[config.mk]
export PLATFORM = sky130hd
export DESIGN_NAME = multicycle_controller
export DESIGN_NICKNAME = d
export VERILOG_FILES = /design/src/rtl/multicycle_controller.sv
export SDC_FILE = /design/constraint.sdc
export NUM_CORES = 1
export LEC_CHECK = 0
export ABC_AREA = 1
export BUFFER_PORTS_ARGS = -buffer_cell sky130_fd_sc_hd__buf_2
export CORE_MARGIN = 2
export CORE_UTILIZATION = 44
export CTS_CLUSTER_SIZE = 16
export DETAILED_ROUTE_END_ITERATION = 8
export GPL_TIMING_DRIVEN = 0
export PLACE_DENSITY = 0.78
export SLEW_MARGIN = 40
export SYNTH_ARGS = -nofsm -noshare
export SYNTH_HDL_FRONTEND = slang
export SYNTH_SLANG_ARGS = --single-unit
[constraint.sdc]
create_clock -name clk -period 1.5 [get_ports clk]
set_clock_uncertainty 0.15 [all_clocks]
set_input_delay 0 -clock clk [delete_from_list [all_inputs] [get_ports clk]]
set_output_delay 0 -clock clk [all_outputs]
set_load 0.01 [all_outputs]
[src/rtl/multicycle_controller.sv]
// multicycle_controller: sequences one MIPS32 instruction at a time through
// fetch / decode / execute / memory / writeback on a shared memory port and a
// single ALU, driving every datapath select and write enable.
//
//   state    | code | meaning
//   ---------+------+-----------------------------------------------
//   FETCH    |  0   | read instruction at PC, PC <= PC + 4 on ready
//   DECODE   |  1   | read registers, precompute branch target
//   MEMADR   |  2   | ALUOut <= A + sign-extended immediate
//   MEMRD    |  3   | read data memory at ALUOut
//   MEMWB    |  4   | write loaded data to rt
//   MEMWR    |  5   | write B to data memory at ALUOut
//   RTYPEEX  |  6   | ALU operation selected by funct
//   RTYPEWB  |  7   | write ALUOut to rd
//   BEQEX    |  8   | compare A and B, branch on zero
//   ADDIEX   |  9   | ALUOut <= A + sign-extended immediate
//   ADDIWB   |  10  | write ALUOut to rt
//   JEX      |  11  | PC <= jump target
module multicycle_controller (
  input  logic       clk,
  input  logic       rst,
  input  logic [5:0] opcode,
  input  logic       mem_ready,
  output logic       mem_req,
  output logic       iord,
  output logic       mem_write,
  output logic       ir_write,
  output logic       pc_write,
  output logic       branch,
  output logic [1:0] pc_src,
  output logic       alu_src_a,
  output logic [1:0] alu_src_b,
  output logic [1:0] alu_op,
  output logic       reg_dst,
  output logic       mem_to_reg,
  output logic       reg_write,
  output logic       instr_done,
  output logic       illegal_op,
  output logic [3:0] state
);

  localparam logic [5:0] OP_RTYPE = 6'b000000;
  localparam logic [5:0] OP_LW    = 6'b100011;
  localparam logic [5:0] OP_SW    = 6'b101011;
  localparam logic [5:0] OP_BEQ   = 6'b000100;
  localparam logic [5:0] OP_ADDI  = 6'b001000;
  localparam logic [5:0] OP_J     = 6'b000010;

  typedef enum logic [3:0] {
    S_FETCH   = 4'd0,
    S_DECODE  = 4'd1,
    S_MEMADR  = 4'd2,
    S_MEMRD   = 4'd3,
    S_MEMWB   = 4'd4,
    S_MEMWR   = 4'd5,
    S_RTYPEEX = 4'd6,
    S_RTYPEWB = 4'd7,
    S_BEQEX   = 4'd8,
    S_ADDIEX  = 4'd9,
    S_ADDIWB  = 4'd10,
    S_JEX     = 4'd11
  } state_t;

  state_t state_q, state_d;
  // 1 = the instruction in flight is SW, 0 = LW; captured in DECODE
  logic   sw_sel_q, sw_sel_d;

  // Next-state selection; unused codes 12-15 recover to FETCH
  always_comb begin
    state_d  = state_q;
    sw_sel_d = sw_sel_q;
    case (state_q)
      S_FETCH:   if (mem_ready) state_d = S_DECODE;
      S_DECODE: begin
        case (opcode)
          OP_LW: begin
            state_d  = S_MEMADR;
            sw_sel_d = 1'b0;
          end
          OP_SW: begin
            state_d  = S_MEMADR;
            sw_sel_d = 1'b1;
          end
          OP_RTYPE: state_d = S_RTYPEEX;
          OP_BEQ:   state_d = S_BEQEX;
          OP_ADDI:  state_d = S_ADDIEX;
          OP_J:     state_d = S_JEX;
          default:  state_d = S_FETCH;
        endcase
      end
      S_MEMADR:  state_d = sw_sel_q ? S_MEMWR : S_MEMRD;
      S_MEMRD:   if (mem_ready) state_d = S_MEMWB;
      S_MEMWR:   if (mem_ready) state_d = S_FETCH;
      S_RTYPEEX: state_d = S_RTYPEWB;
      S_ADDIEX:  state_d = S_ADDIWB;
      S_MEMWB, S_RTYPEWB, S_ADDIWB, S_BEQEX, S_JEX: state_d = S_FETCH;
      default:   state_d = S_FETCH;
    endcase
  end

  // State and LW/SW flag registers with synchronous reset
  always_ff @(posedge clk) begin
    if (rst) begin
      state_q  <= S_FETCH;
      sw_sel_q <= 1'b0;
    end else begin
      state_q  <= state_d;
      sw_sel_q <= sw_sel_d;
    end
  end

  // Output decode from the current state. This is combinational rather than
  // registered because ir_write/pc_write/instr_done must follow mem_ready and
  // illegal_op must follow opcode within the same cycle, and everything must
  // drop to zero while rst is high.
  always_comb begin
    mem_req    = 1'b0;
    iord       = 1'b0;
    mem_write  = 1'b0;
    ir_write   = 1'b0;
    pc_write   = 1'b0;
    branch     = 1'b0;
    pc_src     = 2'b00;
    alu_src_a  = 1'b0;
    alu_src_b  = 2'b00;
    alu_op     = 2'b00;
    reg_dst    = 1'b0;
    mem_to_reg = 1'b0;
    reg_write  = 1'b0;
    instr_done = 1'b0;
    illegal_op = 1'b0;
    if (!rst) begin
      case (state_q)
        S_FETCH: begin
          mem_req   = 1'b1;
          alu_src_b = 2'b01;
          ir_write  = mem_ready;
          pc_write  = mem_ready;
        end
        S_DECODE: begin
          alu_src_b = 2'b11;
          illegal_op = !((opcode == OP_LW)   || (opcode == OP_SW)  ||
                         (opcode == OP_RTYPE) || (opcode == OP_BEQ) ||
                         (opcode == OP_ADDI)  || (opcode == OP_J));
        end
        S_MEMADR: begin
          alu_src_a = 1'b1;
          alu_src_b = 2'b10;
        end
        S_MEMRD: begin
          mem_req = 1'b1;
          iord    = 1'b1;
        end
        S_MEMWB: begin
          mem_to_reg = 1'b1;
          reg_write  = 1'b1;
          instr_done = 1'b1;
        end
        S_MEMWR: begin
          mem_req    = 1'b1;
          iord       = 1'b1;
          mem_write  = 1'b1;
          instr_done = mem_ready;
        end
        S_RTYPEEX: begin
          alu_src_a = 1'b1;
          alu_op    = 2'b10;
        end
        S_RTYPEWB: begin
          reg_dst    = 1'b1;
          reg_write  = 1'b1;
          instr_done = 1'b1;
        end
        S_BEQEX: begin
          alu_src_a  = 1'b1;
          alu_op     = 2'b01;
          pc_src     = 2'b01;
          branch     = 1'b1;
          instr_done = 1'b1;
        end
        S_ADDIEX: begin
          alu_src_a = 1'b1;
          alu_src_b = 2'b10;
        end
        S_ADDIWB: begin
          reg_write  = 1'b1;
          instr_done = 1'b1;
        end
        S_JEX: begin
          pc_src     = 2'b10;
          pc_write   = 1'b1;
          instr_done = 1'b1;
        end
        default: ;
      endcase
    end
  end

  assign state = rst ? 4'd0 : state_q;

endmodule

## Word-level counts from Yosys, hierarchy flattened

Cells that the tools add are included.

- Eq/ne operators: 19
- Multiplexer cells: 38
- Reduce and logical (&&, ||, !) cells: 18

Operator list:

| cell | count |
|---|---|
| 4-bit one-hot mux with 7 select lines | 1 |
| 1-bit 2-to-1 mux | 22 |
| 4-bit one-hot mux with 5 select lines | 1 |
| 4-bit by 3-bit == test with 1-bit output (second input constant) | 4 |
| 4-bit == test (second input constant) | 4 |
| 4-bit 2-to-1 mux | 4 |
| 6-bit == test (second input constant) | 2 |
| 4-bit by 2-bit == test with 1-bit output (second input constant) | 2 |
| 2-bit one-hot mux with 2 select lines | 2 |
| 6-bit by 2-bit == test with 1-bit output (second input constant) | 1 |
| 6-bit by 3-bit == test with 1-bit output (second input constant) | 1 |
| 6-bit by 4-bit == test with 1-bit output (second input constant) | 1 |
| 6-bit zero test | 1 |
| 2-bit 2-to-1 mux | 3 |
| 2-bit != test (second input constant) | 3 |
| 1-bit one-hot mux with 2 select lines | 3 |
| 2-bit one-hot mux with 3 select lines | 1 |
| 2-bit OR reduction | 3 |
| 3-bit OR reduction | 2 |
| 1-bit logical OR | 5 |
| 5-bit OR reduction | 1 |
| 4-bit by 1-bit == test with 1-bit output (second input constant) | 1 |
| 4-bit zero test | 1 |
| 4-bit OR reduction | 1 |
| 5 further kinds | 5 |

- Register bits after elaboration: 5
- Output and inout bits: 22

## Depth between registers and ports, before layout

- Word-level depth: 9
- Gate-level depth with buffers: 9
- Depth with buffers taken out: 9

## Worst setup path after synthesis

No wires, ideal clock.

- Path type: register -> output
- Start: register state_q[3]
- End: output alu_op[0]
- Arrival: 1199 ps
- Data required time: 1350 ps
- Slack: 151 ps
- Stages on the path, launching flop included: 6
- Path buffers: 1
- Path through: dfxtp_1 -> inv_2 -> nor2_1 -> nand2_1 -> nor2_1 -> buf_4

- Cells in the longest elaborated chain, start to end: 3
- Elaborated cells between the ends (all ways): 4

RTL lines:

| element | RTL line | RTL |
|---|---|---|
| start, declared | 64 | `state_t state_q, state_d;` |
| start signal, assigned | 107 | `state_q <= state_d;` |
| 4-bit == test / 4-bit by 3-bit == test with 1-bit output (equally long branches) | 133 | `case (state_q)` |
| 2-bit one-hot mux with 2 select lines (*) | 133 |  |
| 2-bit 2-to-1 mux (*) | 132 | `if (!rst) begin` |
| end, declared | 33 | `output logic [1:0] alu_op,` |

Mark *: on every way between the ends. The rest lies on a longest branch, timed or not.

## Worst setup path in the final report

- Start: input rst
- End: output alu_src_a

- Cells in the longest elaborated chain, start to end: 1

RTL lines:

| element | RTL line | RTL |
|---|---|---|
| start, declared | 21 | `input logic rst,` |
| 1-bit 2-to-1 mux | 132 |  |
| end, declared | 31 | `output logic alu_src_a,` |

No other way between the ends.

==> impl_metrics.ini <==
[timing]
max_slew_margin_pct = 83.79
worst_slew_pin_slew_ps = 242.2
finalHoldViolations = 0
fin_ws_ps = 32.68
finalSetupTns_ps = 0
setup_viol = 0
whs_ps = 21.74
rsz0062_at_grt = yes
slew_viol_final = 0
post-route-min-period_ps = 1467
fmax_mhz = 681.5
final.period_utilization_pct = 97.82

[placement]
placed_cell_area_um2 = 769.5
post-place-ws_ps = 134.5
port_buffers = 29
dp_hpwl_mm = 1.274
gp_congestion = 0.8337
dp.cells = 159

[grt]
grtUsageMet1_pct = 21.09
antenna_found_initial = 0
grt_busiest_layer = met2
grt_max_degree = 11
grt_pass1_wl_mm = 2.352
grt_pass1_vias = 633
grt-ovfl-total = 0
grt_util_met2_pct = 40.23
grt_usage_pct = 21.42
met3_usage_pct = 8.152

[die]
initial_core_util_pct = 46.54
dieHeight_um = 41.10
row_count = 13
core_region_area_mm2 = 0.001301
num_io_pins = 31
dieArea_mm2 = 0.001689
die_x_um = 41.10

[final_layout]
fin_util_pct = 71.83
regArea_um2 = 112.6
nets = 166
multiInputGateArea_um2 = 459.2
drive_gt1_share_pct = 46.79
fillers = 119
fin_cells = 171
diodes = 0
final_cell_area_um2 = 934.6
area_growth_pct = 54.34

[worst_setup_path]
worstPathArrival_ps = 1320
path_class = input pin to primary output
crit_fanout = 10
startpoint_type = input pin
end_kind = primary output
cp.required_ps = 1350
reg2reg_slack_ps = 180

[synthesis]
synth_top_cell_area_share_pct = 16.74
synth_mux_area_share_pct = 0
synth-simple-area-share_pct = 58.88
synth_compound_area_share_pct = 8.678
syn-cell-area_um2 = 605.6
netlist_instances = 115
synth_xor_area_share_pct = 0
synth.area.top_cells = nor2_1 (17%), dfxtp_1 (17%), nand2_1 (15%)
synth_fa_ha_area_share_pct = 0
syn_nets = 124
synth_area_leader_cell = nor2_1
yosys_warnings = 0
syn_area_per_cell_um2 = 5.266
synth.distinct_cells = 21
synth_top_family_by_area = simple AND/OR/NAND/NOR gates
ys_seq_area_share_pct = 16.53
synth-seq-cells = 5

[route]
drc = 0
ant_nets = 0
drt_first_pass_iters = 5
wl_per_cell_um = 10.30
first_iter_violations = 22
wl_mm = 1.762
avgViaCountPerCell = 4.825
dr_total_vias = 825

[power_and_ir_drop]
pwr-share-seq_pct = 28.7
combPwrFrac_pct = 39.9
power.total_uw = 538.4
power.density_mw_per_mm2 = 576.0
p_sw_share_pct = 38.11
intPower_uw = 333.2
switchingPower_uw = 205.2
peakVddDrop_mv = 0.4327
p_leak_nw = 0.5470
p_clk_share_pct = 31.4

[cts]
clkSlewWorstSetupHoldPaths_ps = 40
cts_htree_levels = 1
cts_tree = done
clock_latency_ps = 260
cts.sinks = 5
cts_root_buf = clkbuf_4
cts_max_path_buffers = 2
cts_buffers = 3

[worst_hold_path]
hp-class = input pin to flip-flop

[status]
status = finished, final reports clean

[run]
max-cap-violations = 0
per-layer routing:
| layer | wire length [um] | up-vias |
|---|---|---|
| met5 | 0 | - |
| met1 | 788 | 353 |
| li1 | - | 443 |
| met3 | 99 | 3 |
| met2 | 863 | 26 |
| met4 | 11 | 0 |
cell type report:
type | count | area share, %
buffer | 4 | 2.677
clock buffer | 4 | 2.811
inverter | 19 | 8.434
multi-input combinational | 87 | 49.13
sequential | 5 | 12.05
tap | 15 | 2.008
timing repair buffer | 37 | 22.89
logic make-up (layout without fill, tap and decap cells):
| kind of cell | count (synthesis) | after routing |
|---|---|---|
| AO/OA/AOI/OAI | 9 | 9 |
| buffers and inverters | 23 | 64 |
| flip-flops | 5 | 5 |
| AND/OR/NAND/NOR | 78 | 78 |
cell usage after synthesis:
cell	count
o21ai_1	1
nand2_2	5
nor2_4	1
dfxtp_1	5
inv_2	6
a221oi_1	1
nor3_2	2
o21ai_0	1
nor2_2	2
o22ai_1	1
a21oi_1	4
nor2_1	27
nand3_2	1
o211ai_1	1
nor3_1	3
nand4_1	1
buf_2	2
inv_1	13
nand2_1	25
buf_4	2
nand3_1	11
flip-flops by register name (all words and copies together) (netlist names):
register  flops
sw_sel_q      1
state_q       4
power by group through the flow:
| stage | sequential [mW] | combinational, mW | clock, mW |
|---|---|---|---|
| floorplan | 0.149 | 0.116 | 0 |
| global placement | 0.151 | 0.162 | 0 |
| finish | 0.154 | 0.215 | 0.169 |
| CTS | 0.150 | 0.190 | 0.172 |
| detailed placement | 0.151 | 0.165 | 0 |
| global route | 0.155 | 0.237 | 0.186 |
placed cells by master, fill, tap and decap left out, drive strengths merged:
master	instances
clkbuf	4
o211ai	1
buf	39
o21ai	2
inv	19
nor3	5
a221oi	1
dlygate4sd3	2
dfxtp	5
o22ai	1
nand3	12
nand2	30
nor2	30
nand4	1
a21oi	4
final timing paths:
check        startpoint    endpoint  cells after the start
min reg2reg    sw_sel_q    sw_sel_q                      2
max reg2reg  state_q[3]  state_q[1]                      9
min           opcode[2]    sw_sel_q                      4
max                 rst   alu_src_a                      5
repair_timing:
item,in CTS,in global routing
resized for setup,10,17
setup buffers,3,3
hold buffers,2,0
pin swaps,2,6
endpoints found under the hold margin,2,0
endpoints found under the setup margin,7,11
worst max-delay path, cell delays in order:
cell and delay (ps):
dlygate4sd3_1 530, buf_2 180, buf_2 200, a221oi_1 230
buf_2 180
Note: power is estimated with default switching activity, not from simulation.
